$ cat config.mk
export PLATFORM = sky130hd
export DESIGN_NAME = fan_tach_meas
export DESIGN_NICKNAME = d
export VERILOG_FILES = /design/src/rtl/fan_ctrl_pkg.sv /design/src/rtl/fan_tach_filter.sv /design/src/rtl/fan_tach_meas.sv
export SDC_FILE = /design/constraint.sdc
export NUM_CORES = 1
export LEC_CHECK = 0
export BUFFER_PORTS_ARGS = -buffer_cell sky130_fd_sc_hd__buf_4
export CAP_MARGIN = 40
export CORE_MARGIN = 1
export CORE_UTILIZATION = 40
export DETAILED_ROUTE_END_ITERATION = 10
export PLACE_DENSITY_LB_ADDON = 0.3
export SYNTH_ARGS = -nofsm -noshare
export SYNTH_HDL_FRONTEND = slang
export SYNTH_SLANG_ARGS = --single-unit
export TNS_END_PERCENT = 1
$ cat constraint.sdc
create_clock -name i_clk -period 3.4 [get_ports i_clk]
set_input_delay 0.34 -clock i_clk [delete_from_list [all_inputs] [get_ports i_clk]]
set_output_delay 0.34 -clock i_clk [all_outputs]
set_load 0.005 [all_outputs]
$ cat src/rtl/fan_ctrl_pkg.sv
// Shared constants and helpers for the fan tachometer measurement block.
// Holds the default parameter values, the startup sequencing state type used
// by the tach front end, and the width helper for the glitch-filter counter.
package fan_ctrl_pkg;

  localparam int unsigned DefCntWidth     = 16;
  localparam int unsigned DefWindowTicks  = 1000;
  localparam int unsigned DefFilterLen    = 4;
  localparam int unsigned DefStallWindows = 3;

  // Startup sequence of the tach front end: two cycles to fill the
  // synchronizer, one cycle to load the settled level, then normal running.
  typedef enum logic [1:0] {
    StFill0,
    StFill1,
    StLoad,
    StRun
  } prime_state_e;

  // Bits needed for a counter running 0 .. len-1, never less than 1.
  function automatic int unsigned filt_cnt_width(input int unsigned len);
    return (len <= 2) ? 1 : $clog2(len);
  endfunction

endpackage

$ cat src/rtl/fan_tach_filter.sv
// Tach front end: 2-flop synchronizer, optional glitch filter and rising-edge
// detector producing a registered one-cycle pulse per qualified rising edge.
//
// Build option: define FAN_TACH_GLITCH_FILTER_EN to enable the glitch filter.
// Without it the qualified level is the synchronized input and FILTER_LEN is
// unused.
//
// Ports:
//   i_clk        clock, rising edge
//   i_rst        synchronous active-high reset
//   i_tach       asynchronous tach input
//   o_tach_pulse one-cycle strobe per qualified rising edge
module fan_tach_filter
  import fan_ctrl_pkg::*;
#(
  parameter int unsigned FILTER_LEN = DefFilterLen
) (
  input  logic i_clk,
  input  logic i_rst,
  input  logic i_tach,
  output logic o_tach_pulse
);

  if (FILTER_LEN < 2) begin : gen_filter_len_check
    $error("FILTER_LEN must be at least 2");
  end

  logic         sync1_q;
  logic         sync2_q;
  logic         qual;
  logic         prev_q;
  logic         pulse_q;
  prime_state_e state_q;

  always_ff @(posedge i_clk) begin
    if (i_rst) begin
      sync1_q <= 1'b0;
      sync2_q <= 1'b0;
    end else begin
      sync1_q <= i_tach;
      sync2_q <= sync1_q;
    end
  end

`ifdef FAN_TACH_GLITCH_FILTER_EN
  localparam int unsigned FiltW = filt_cnt_width(FILTER_LEN);
  localparam logic [FiltW-1:0] FiltLast = FiltW'(FILTER_LEN - 1);

  logic             level_q;
  logic [FiltW-1:0] filt_cnt_q;

  // Level flips only once the synchronized input has disagreed with it for
  // FILTER_LEN consecutive cycles; any agreement restarts the count.
  always_ff @(posedge i_clk) begin
    if (i_rst) begin
      level_q    <= 1'b0;
      filt_cnt_q <= '0;
    end else if (state_q != StRun) begin
      level_q    <= sync2_q;
      filt_cnt_q <= '0;
    end else if (sync2_q == level_q) begin
      filt_cnt_q <= '0;
    end else if (filt_cnt_q == FiltLast) begin
      level_q    <= sync2_q;
      filt_cnt_q <= '0;
    end else begin
      filt_cnt_q <= filt_cnt_q + 1'b1;
    end
  end

  assign qual = level_q;
`else
  assign qual = sync2_q;
`endif

  // Until the synchronizer holds a real sample the edge detector just tracks
  // the level, so a tach that is already high at reset release never pulses.
  always_ff @(posedge i_clk) begin
    if (i_rst) begin
      state_q <= StFill0;
      prev_q  <= 1'b0;
      pulse_q <= 1'b0;
    end else begin
      case (state_q)
        StFill0: state_q <= StFill1;
        StFill1: state_q <= StLoad;
        StLoad:  state_q <= StRun;
        default: state_q <= StRun;
      endcase
      if (state_q == StRun) begin
        pulse_q <= qual & ~prev_q;
        prev_q  <= qual;
      end else begin
        pulse_q <= 1'b0;
        prev_q  <= sync2_q;
      end
    end
  end

  assign o_tach_pulse = pulse_q;

endmodule

$ cat src/rtl/fan_tach_meas.sv
// Fan tachometer measurement: counts qualified tach edges over a window of
// i_tick strobes, publishes the count at each window close and flags a stall
// after STALL_WINDOWS consecutive empty windows.
//
// Build option: FAN_TACH_GLITCH_FILTER_EN enables the glitch filter in the
// tach front end (see fan_tach_filter).
//
// Ports:
//   i_clk        clock, rising edge
//   i_rst        synchronous active-high reset
//   i_tick       one-cycle time-base strobe
//   i_tach       asynchronous tach input
//   o_tach_pulse one-cycle strobe per qualified tach rising edge
//   o_clr_cnt    one-cycle strobe the cycle after window close
//   o_tach_cnt   edge count of the last completed window (saturating)
//   o_cnt_valid  high once a window has completed
//   o_fan_stall  stall flag
module fan_tach_meas
  import fan_ctrl_pkg::*;
#(
  parameter int unsigned CNT_WIDTH     = DefCntWidth,
  parameter int unsigned WINDOW_TICKS  = DefWindowTicks,
  parameter int unsigned FILTER_LEN    = DefFilterLen,
  parameter int unsigned STALL_WINDOWS = DefStallWindows
) (
  input  logic                 i_clk,
  input  logic                 i_rst,
  input  logic                 i_tick,
  input  logic                 i_tach,
  output logic                 o_tach_pulse,
  output logic                 o_clr_cnt,
  output logic [CNT_WIDTH-1:0] o_tach_cnt,
  output logic                 o_cnt_valid,
  output logic                 o_fan_stall
);

  localparam int unsigned WinW = (WINDOW_TICKS > 1) ? $clog2(WINDOW_TICKS) : 1;
  localparam int unsigned ZeroW = $clog2(STALL_WINDOWS + 1);
  localparam logic [WinW-1:0] WinLast = WinW'(WINDOW_TICKS - 1);
  localparam logic [ZeroW-1:0] ZeroMax = ZeroW'(STALL_WINDOWS);
  localparam logic [CNT_WIDTH-1:0] AccMax = '1;

  logic                 pulse;
  logic                 close;
  logic [WinW-1:0]      win_q;
  logic [CNT_WIDTH-1:0] acc_q;
  logic [CNT_WIDTH-1:0] acc_inc;
  logic [ZeroW-1:0]     zero_q;
  logic                 clr_q;
  logic [CNT_WIDTH-1:0] cnt_q;
  logic                 valid_q;
  logic                 stall_q;

  fan_tach_filter #(
    .FILTER_LEN (FILTER_LEN)
  ) u_filter (
    .i_clk        (i_clk),
    .i_rst        (i_rst),
    .i_tach       (i_tach),
    .o_tach_pulse (pulse)
  );

  assign close = i_tick && (win_q == WinLast);

  // Accumulator plus the current pulse, saturating; at close this is the
  // captured value so a pulse in the closing cycle lands in that window.
  always_comb begin
    acc_inc = acc_q;
    if (pulse && (acc_q != AccMax)) begin
      acc_inc = acc_q + 1'b1;
    end
  end

  always_ff @(posedge i_clk) begin
    if (i_rst) begin
      win_q   <= '0;
      acc_q   <= '0;
      zero_q  <= '0;
      clr_q   <= 1'b0;
      cnt_q   <= '0;
      valid_q <= 1'b0;
      stall_q <= 1'b0;
    end else begin
      clr_q <= close;
      if (i_tick) begin
        win_q <= close ? '0 : win_q + 1'b1;
      end
      if (close) begin
        acc_q   <= '0;
        cnt_q   <= acc_inc;
        valid_q <= 1'b1;
        if (acc_inc == '0) begin
          if (zero_q != ZeroMax) begin
            zero_q <= zero_q + 1'b1;
          end
          // Stall rises on the capture that takes the counter to its limit.
          if (zero_q >= ZeroMax - 1'b1) begin
            stall_q <= 1'b1;
          end
        end else begin
          zero_q  <= '0;
          stall_q <= 1'b0;
        end
      end else begin
        acc_q <= acc_inc;
      end
    end
  end

  assign o_tach_pulse = pulse;
  assign o_clr_cnt    = clr_q;
  assign o_tach_cnt   = cnt_q;
  assign o_cnt_valid  = valid_q;
  assign o_fan_stall  = stall_q;

endmodule

==> impl_results.md, run 1 <==
- Count of cell types in the netlist: 45
- Post-layout util: 0.468
- Htree depth: 2
- Worst setup path category: flip-flop to flip-flop
- WP data arrival: 2.77 ns
- Rel. slew slack: 0.508
- Seq/Total Area, Yosys: 0.436
- Area share of the leading cell type in the synthesized netlist: 0.436
- Cell area after synthesis: 2430 um2
- Post-route ant nets: 0
- Cts bufs inserted: 5
- GRT busiest layer: met2
- Grt met2 use: 0.243
- CP top delay family: compound AO/OA/AOI/OAI gates
- Yosys reg bits: between 50 and 60
- GRT Residual Overflow: 0
- Syn nets: 285
- Worst-Margin Slew: ~0.73 ns
- Max-cap violations: 0
- Fin. Hold Viols: 0
- RSZ-0062 raised after global routing: no
- Total inserted antenna cells: 0
- Syn avg cell area: 8.78 um2
- CP max-delay cell: o41ai_1
- Setup crit end kind: flip-flop
- Post-cts resize count: 0
- Area Overhead vs Synth: 13.3%
- Achievable Freq: 0.388 GHz
- Port-buffer cells: 23
- Clock latency on the worst-skew pair: 0.30 ns
- Worst path depth: 8
- Placed Area: approximately 2600 um2
- DP Worst Slack: roughly 0.88 ns
- WHS Path Cells: 2
- Initial core utilization: 0.413
- Critical Path Fanout Max: 8
- Global-route wire length before repair: 8.01 mm
- Max incr delay on CP: 0.63 ns
- Clock transition at the registers of the reported paths: 0.09 ns
- CP required: 3.59 ns
- Cells after Synth: 277
- Setup TNS: 0 ns
- Met1 Usage GRT: 0.230
- CTS tree: done
- Die Y: 80.0 um
- Routed wire length per instance: 13.4 um
- DRT Wirelength: just under 5 mm
- Status: finished, final reports clean
- GRT met3 Usage: 0.0377
- Largest net degree at the start of global routing: 31
- Synth area leader: dfxtp_1
- Final setup viols: 0
- Clock root buffer: clkbuf_8
- Pwr dens: approximately 400 nW/um2
- Static Leakage: 0.997 nW
- Final WS setup: 0.821 ns
- Fillers: 584
- Fin cells: 368
- Core Area: 5890 um2
- Total global-route track usage: 0.162
- Nets: 300
- Clock skew: 0.00883 ns
- YS warnings: 0
- DR pass1 iterations: 4
- Placed Cells: 360
- Initial antenna violation count: 0
- I/O pin cnt: 24
- CTS Sinks: 53
- DP Wirelength: roughly 3.6 mm
- Vias in the first global route: 1643
- Max Slew Vio Count: 0
- Register area: 1060 um2
- Finished Cell Area: 2750 um2
- # DRC: 0
- Max IR drop VDD: ~0.32 mV
- Crit start category: flip-flop
- Routed vias/inst: 5.27
- Final Cycle Share: 0.759
- Share of post-route cells with drive strength above 1: 0.154
- Buf/Inv on CP: 0
- Clock Tree Buf Depth: 2
- Initial drt markers: about 120
- Site Rows: 28
- DR vias: 1941
- Postcts setup bufs: 0
- Hold-fix buffers, CTS: 0
- Multi-input logic area: 1260 um2
- Ranking of synthesized cells by area: dfxtp_1 44%, nor2_1 8.3%, a211oi_1 4.3%, xnor2_1 4.3%, xor2_1 3.2%
- Die Area: 6390 um2
- Worst path cell trace: ha_1 > nand3_1 > o41ai_1 > nor2_1 > mux2_2 > o32a_2 > a21oi_2 > nor3_1
- Reg2reg path depth: 8
- Minimum clock period: 2.58 ns
- Die width: roughly 80 um
- Min-Delay Path Class: input pin to flip-flop
- Gpl congestion: 0.874
[worst register-to-register path, stage by stage (launching register included)]
cell     delay (ns)
dfxtp_1        0.47
ha_1           0.32
nand3_1        0.17
o41ai_1        0.63
nor2_1         0.19
mux2_2         0.31
o32a_2         0.20
a21oi_2        0.14
nor3_1         0.05
[state kept, by name (all words and copies together) (netlist names), 2 cells and up]
signal            flops
acc_q                16
o_tach_cnt           16
u_filter.state_q      2
win_q                10
zero_q                2
[synthesized netlist by cell type]
cell,number
a311oi_1,3
or3_1,1
dfxtp_1,53
xnor2_1,12
nand2_1,13
o31ai_1,2
nor2_1,54
nor4b_1,1
nand4_1,10
o221a_2,1
xor2_1,9
nor3b_1,2
nor4_1,1
mux2i_1,2
nand3_1,9
a21oi_2,1
mux2_2,1
a31oi_1,1
o41a_4,1
and4_4,1
and4_1,7
nor2b_1,4
buf_4,5
o31a_1,1
a21oi_1,10
o21ai_0,2
and2_4,1
a21o_1,2
clkbuf_1,8
o211ai_1,2
nand4_2,3
a211oi_1,14
nor3_1,12
ha_1,4
o41ai_1,1
and3_1,3
buf_1,2
nor4bb_1,1
and2_1,3
a2bb2oi_1,1
o32a_2,1
nand2b_1,3
or2_2,2
inv_1,4
buf_2,3
[cells by family (layout without fill, tap and decap cells)]
logic type / Yosys count / after routing / share of synthesized area
AND/OR/NAND/NOR: 131 / 131 / 0.279
flip-flops: 53 / 53 / 0.436
AO/OA/AOI/OAI: 43 / 43 / 0.132
buffers and inverters: 22 / 38 / 0.0432
XOR/XNOR: 21 / 21 / 0.0757
adder cells (fa/ha/maj): 4 / 4 / 0.0206
multiplexers: 3 / 3 / 0.0129
[layout make-up]
type                            count  share of cell area
Clock buffer                        7              0.0313
Clock inverter                      1              0.0109
Inverter                            4             0.00545
Multi-Input combinational cell    202               0.459
Sequential cell                    53               0.385
Tap cell                           75              0.0341
Timing Repair Buffer               26              0.0736
[stage by stage]
step | hold WS, ns | power, mW
4_1_cts | 0.243 | 1.10
6_report | 0.246 | 1.09
5_1_grt | 0.282 | 1.14
2_1_floorplan | 0.367 | 0.661
3_3_place_gp | 0.373 | 0.668
3_5_place_dp | 0.389 | 0.671
[worst paths after layout]
check | start | end | slack (ns)
setup / recovery | acc_q[0] | o_fan_stall | 0.82
hold / removal | i_tach | u_filter.sync1_q | 0.25
setup reg to reg | acc_q[0] | o_fan_stall | 0.82
hold reg to reg | u_filter.prev_q | u_filter.o_tach_pulse | 0.40
[placed cells by master (no fill, tap or decap), drive strengths merged, types with 2 or more instances in the layout]
master / Yosys / routed
o31ai: 2 / 2
inv: 4 / 4
dfxtp: 53 / 53
nand4: 13 / 13
and3: 3 / 3
mux2i: 2 / 2
or2: 2 / 2
nor2: 54 / 54
ha: 4 / 4
and4: 8 / 8
o21ai: 2 / 2
a311oi: 3 / 3
and2: 4 / 4
nor3b: 2 / 2
o211ai: 2 / 2
buf: 10 / 26
nand2b: 3 / 3
nand3: 9 / 9
a21o: 2 / 2
xnor2: 12 / 12
a211oi: 14 / 14
nor2b: 4 / 4
a21oi: 11 / 11
xor2: 9 / 9
nor3: 12 / 12
clkbuf: 8 / 7
nand2: 13 / 13
[metal layers]
metal / wire length [um] / part of all wire
met4: 39 / 0.0079
met3: 163 / 0.033
met5: 0 / 0
met1: 2560 / 0.52
met2: 2180 / 0.44
[where the power goes]
group          internal [mW]  switching (mW)
clock                  0.240           0.194
sequential             0.626         0.00410
combinational         0.0100          0.0156
(Power assumes the default switching activity.)
==> inputs of run 2 (changes only) <==
Settings changed: ABC_AREA set to 1.
Clock period 3.4 ns to 2.35 ns, I/O delays scaled along.
==> impl_results.md, run 2 <==
- Buf/Inv on CP: 1 (+1)
- Nets: 390 (+30%)
- Cells after Synth: 357 (+29%)
- Post-cts resize count: 0 (unchanged)
- Fin cells: 458 (+24%)
- Clock Power Share: 0.398 (about the same)
- Most frequent cells after synthesis: 109 x nand2_1, 55 x nor2_1, 53 x dfxtp_1, 47 x inv_1, 22 x o21ai_0
- Min-Delay Path Class: input pin to flip-flop
- Global-route wire length before repair: 8.76 mm (+9.3%)
- Syn nets: 365 (+28%)
- Site Rows: 28 (unchanged)
- I/O pin cnt: 24 (unchanged)
- DRT Wirelength: 4.96 mm (+0.32%)
- Initial antenna violation count: 0 (unchanged)
- Area share of the leading cell type in the synthesized netlist: 0.434 (-0.00201)
- Most frequent cells in the layout: 109 x nand2_1, 55 x nor2_1, 52 x dfxtp_1, 47 x inv_1, 24 x buf_4
- Initial drt markers: 74 (-37%)
- Clock transition at the registers of the reported paths: 0.09 ns (about the same)
- Routed vias/inst: 4.69 (-11%)
- Reg-to-reg endpoint: o_fan_stall
- CTS Sinks: 53 (unchanged)
- GRT Residual Overflow: 0 (unchanged)
- Routed wire length per instance: 10.8 um (-19%)
- WP data arrival: 2.33 ns (-0.44 ns)
- Syn avg cell area: 6.84 um2 (-22%)
- Critical Path Fanout Max: 10 (+2)
- R2R Setup Slk: 0.26 ns (-0.56 ns)
- Post-route ant nets: 0 (unchanged)
- # DRC: 0 (unchanged)
- Rel. slew slack: 0.584 (+0.0753)
- Most common cell after layout, fill and taps aside: nand2_1
- Ranking of synthesized cells by area: dfxtp_1 43%, nand2_1 17%, nor2_1 8.5%, inv_1 7.2%, o21ai_0 4.5%
- Final setup viols: 0 (unchanged)
- Placed Cells: 450 (+25%)
- Minimum clock period: 2.09 ns (-0.487 ns)
- Htree depth: 2 (unchanged)
- Fin. Hold Viols: 0 (unchanged)
- Status: finished, final reports clean
- Static Leakage: 1.20 nW (+20%)
- Achievable Freq: 0.478 GHz (+23%)
- DP Wirelength: 3.74 mm (+4.6%)
- Count of cell types in the netlist: 25 (-44%)
- Vias in the first global route: 2058 (+25%)
- CP max-delay cell: dfxtp_1
- Gpl congestion: 0.924 (+5.7%)
- Pwr dens: 560 nW/um2 (+41%)
- Setup TNS: 0 ns (unchanged)
- Crit start category: flip-flop
- Clock skew: 0.00298 ns (-0.00586 ns)
- Cts bufs inserted: 5 (unchanged)
- Topmost layer with routed signal wires: met4
- Total global-route track usage: 0.175 (+0.0131)
- Predominant post-synthesis flop cell: dfxtp_1
- Postcts setup bufs: 0 (unchanged)
- RSZ-0062 raised after global routing: no
- Placed Area: 2690 um2 (+2.1%)
- Largest net degree at the start of global routing: 21 (-32%)
- Post-synth ARST share: 0 (unchanged)
- Combinational Power Share: 0.025 (about the same)
- Cell area after synthesis: 2440 um2 (+0.46%)
- Met2 WL post-DR: 2.38 mm (+9.0%)
- Hold-fix buffers, CTS: 0 (unchanged)
- Internal power: 1.27 mW (+45%)
- Die width: 80.1 um (+0.23%)
- Clock latency on the worst-skew pair: 0.30 ns (about the same)
- Finished Cell Area: 2820 um2 (+2.4%)
- Met3 Routed Length: 152 um (-6.7%)
- Worst-Margin Slew: 0.624 ns (-0.104 ns)
- Flop pwr share: 0.577 (about the same)
- CP required: 2.59 ns (-1.00 ns)
- Area Overhead vs Synth: 15.4%
- Core Area: 5920 um2 (+0.60%)
- DR vias: 2150 (+11%)
- Post-layout util: 0.476 (+0.00822)
- CTS tree: done
- Initial core utilization: 0.413 (-0.000542)
- Setup crit end kind: flip-flop
- Max incr delay on CP: 0.38 ns (-0.25 ns)
- Worst path cell trace: ha_2 > inv_2 > nor2_4 > nand4_2 > nand3b_1 > nand2_1 > nor2_1 > nand2_1 > nor2_1 > nand2_1 > nand2_1 > nand2_1 > nor2_1
- Clock Tree Buf Depth: 2 (unchanged)
- Yosys reg bits: 53 (unchanged)
- Seq/Total Area, Yosys: 0.434 (-0.00201)
- Share of post-route cells with drive strength above 1: 0.128 (-0.0256)
- Switching part of the total: 0.198 (+0.00125)
- Critical R2R Launch: acc_q[1]
- DR pass1 iterations: 4 (unchanged)
- YS warnings: 0 (unchanged)
- Count leader, synth: nand2_1
- Sw Pwr: 0.312 mW (+46%)
- Final Cycle Share: 0.890 (+0.131)
- Die Y: 80.1 um (+0.23%)
- Met1 wire length: 2.36 mm (-7.7%)
- Worst path depth: 13 (+5)
- Reg2reg path depth: 13 (+5)
- Post-synth EDFFs: 0 (unchanged)
- Cell mode on critical path: nand2_1
- Max Slew Vio Count: 0 (unchanged)
- Synth area leader: dfxtp_1
- CP Launch Point: acc_q[1]
- Die Area: 6420 um2 (+0.45%)
- Port-buffer cells: 23 (unchanged)
- Max-cap violations: 0 (unchanged)
- CP top delay family: simple AND/OR/NAND/NOR gates
- Critical path endpoint: o_fan_stall
- Total inserted antenna cells: 0 (unchanged)
- Max IR drop VDD: 0.312 mV (-2.8%)
- Clock root buffer: clkbuf_8
- Worst setup path category: flip-flop to flip-flop
run 2: cells by family after synthesis:
kind of cell,after synthesis,synth area share
DFF,53,0.434
adders and majority gates,4,0.0205
buffers and inverters,54,0.0830
AOI/OAI and AO/OA,30,0.0656
xor gates and xnor gates,7,0.0251
and+or+nand+nor,209,0.371
run 2: power by group through the flow:
stage	sequential (mW)	combinational, mW	clock [mW]
floorplan	0.931	0.0270	0
global placement	0.932	0.0392	0
detailed placement	0.932	0.0408	0
global route	0.912	0.0460	0.684
CTS	0.911	0.0410	0.655
finish	0.911	0.0400	0.628
run 2: layout make-up:
| type | count | area, um2 |
|---|---|---|
| clock inverter | 1 | 30.0 |
| inverter | 48 | 180 |
| tap | 75 | 93.8 |
| sequential | 53 | 1060 |
| timing repair buffer | 24 | 180 |
| clock buffer | 7 | 86.3 |
| multi-input combinational | 250 | 1190 |
| fill | 603 | 3100 |
run 2: routing by layer:
layer | up-vias | track usage
li1 | 1150 | -
met1 | 969 | 0.205
met2 | 25 | 0.311
met3 | 6 | 0.0375
met4 | 0 | 0.0625
met5 | - | 0
run 2: worst min-delay path by stage:
| stage | start | endpoint | cells past startpoint |
|---|---|---|---|
| floorplan | i_tach | u_filter.sync1_q | 2 |
| global placement | u_filter.prev_q | u_filter.o_tach_pulse | 1 |
| detailed placement | u_filter.prev_q | u_filter.o_tach_pulse | 1 |
| CTS | i_tach | u_filter.sync1_q | 3 |
| global route | i_tach | u_filter.sync1_q | 3 |
| finish | i_tach | u_filter.sync1_q | 3 |
run 2: per-stage QoR:
stage	setup slack (ns)	hold slack [ns]	total power [mW]
after floorplan	0.551	0.342	0.958
after global placement	0.214	0.381	0.971
after detailed placement	0.163	0.387	0.973
after CTS	0.154	0.122	1.61
after global routing	0.0250	0.132	1.64
final	0.258	0.130	1.58
run 2: worst register-to-register path: cells and delay by family, from the launching register on:
kind                     cells  cell delay [ns]
flip-flops                   1             0.38
AND/OR/NAND/NOR             11             1.37
adder cells (fa/ha/maj)      1             0.25
buffers and inverters        1             0.06
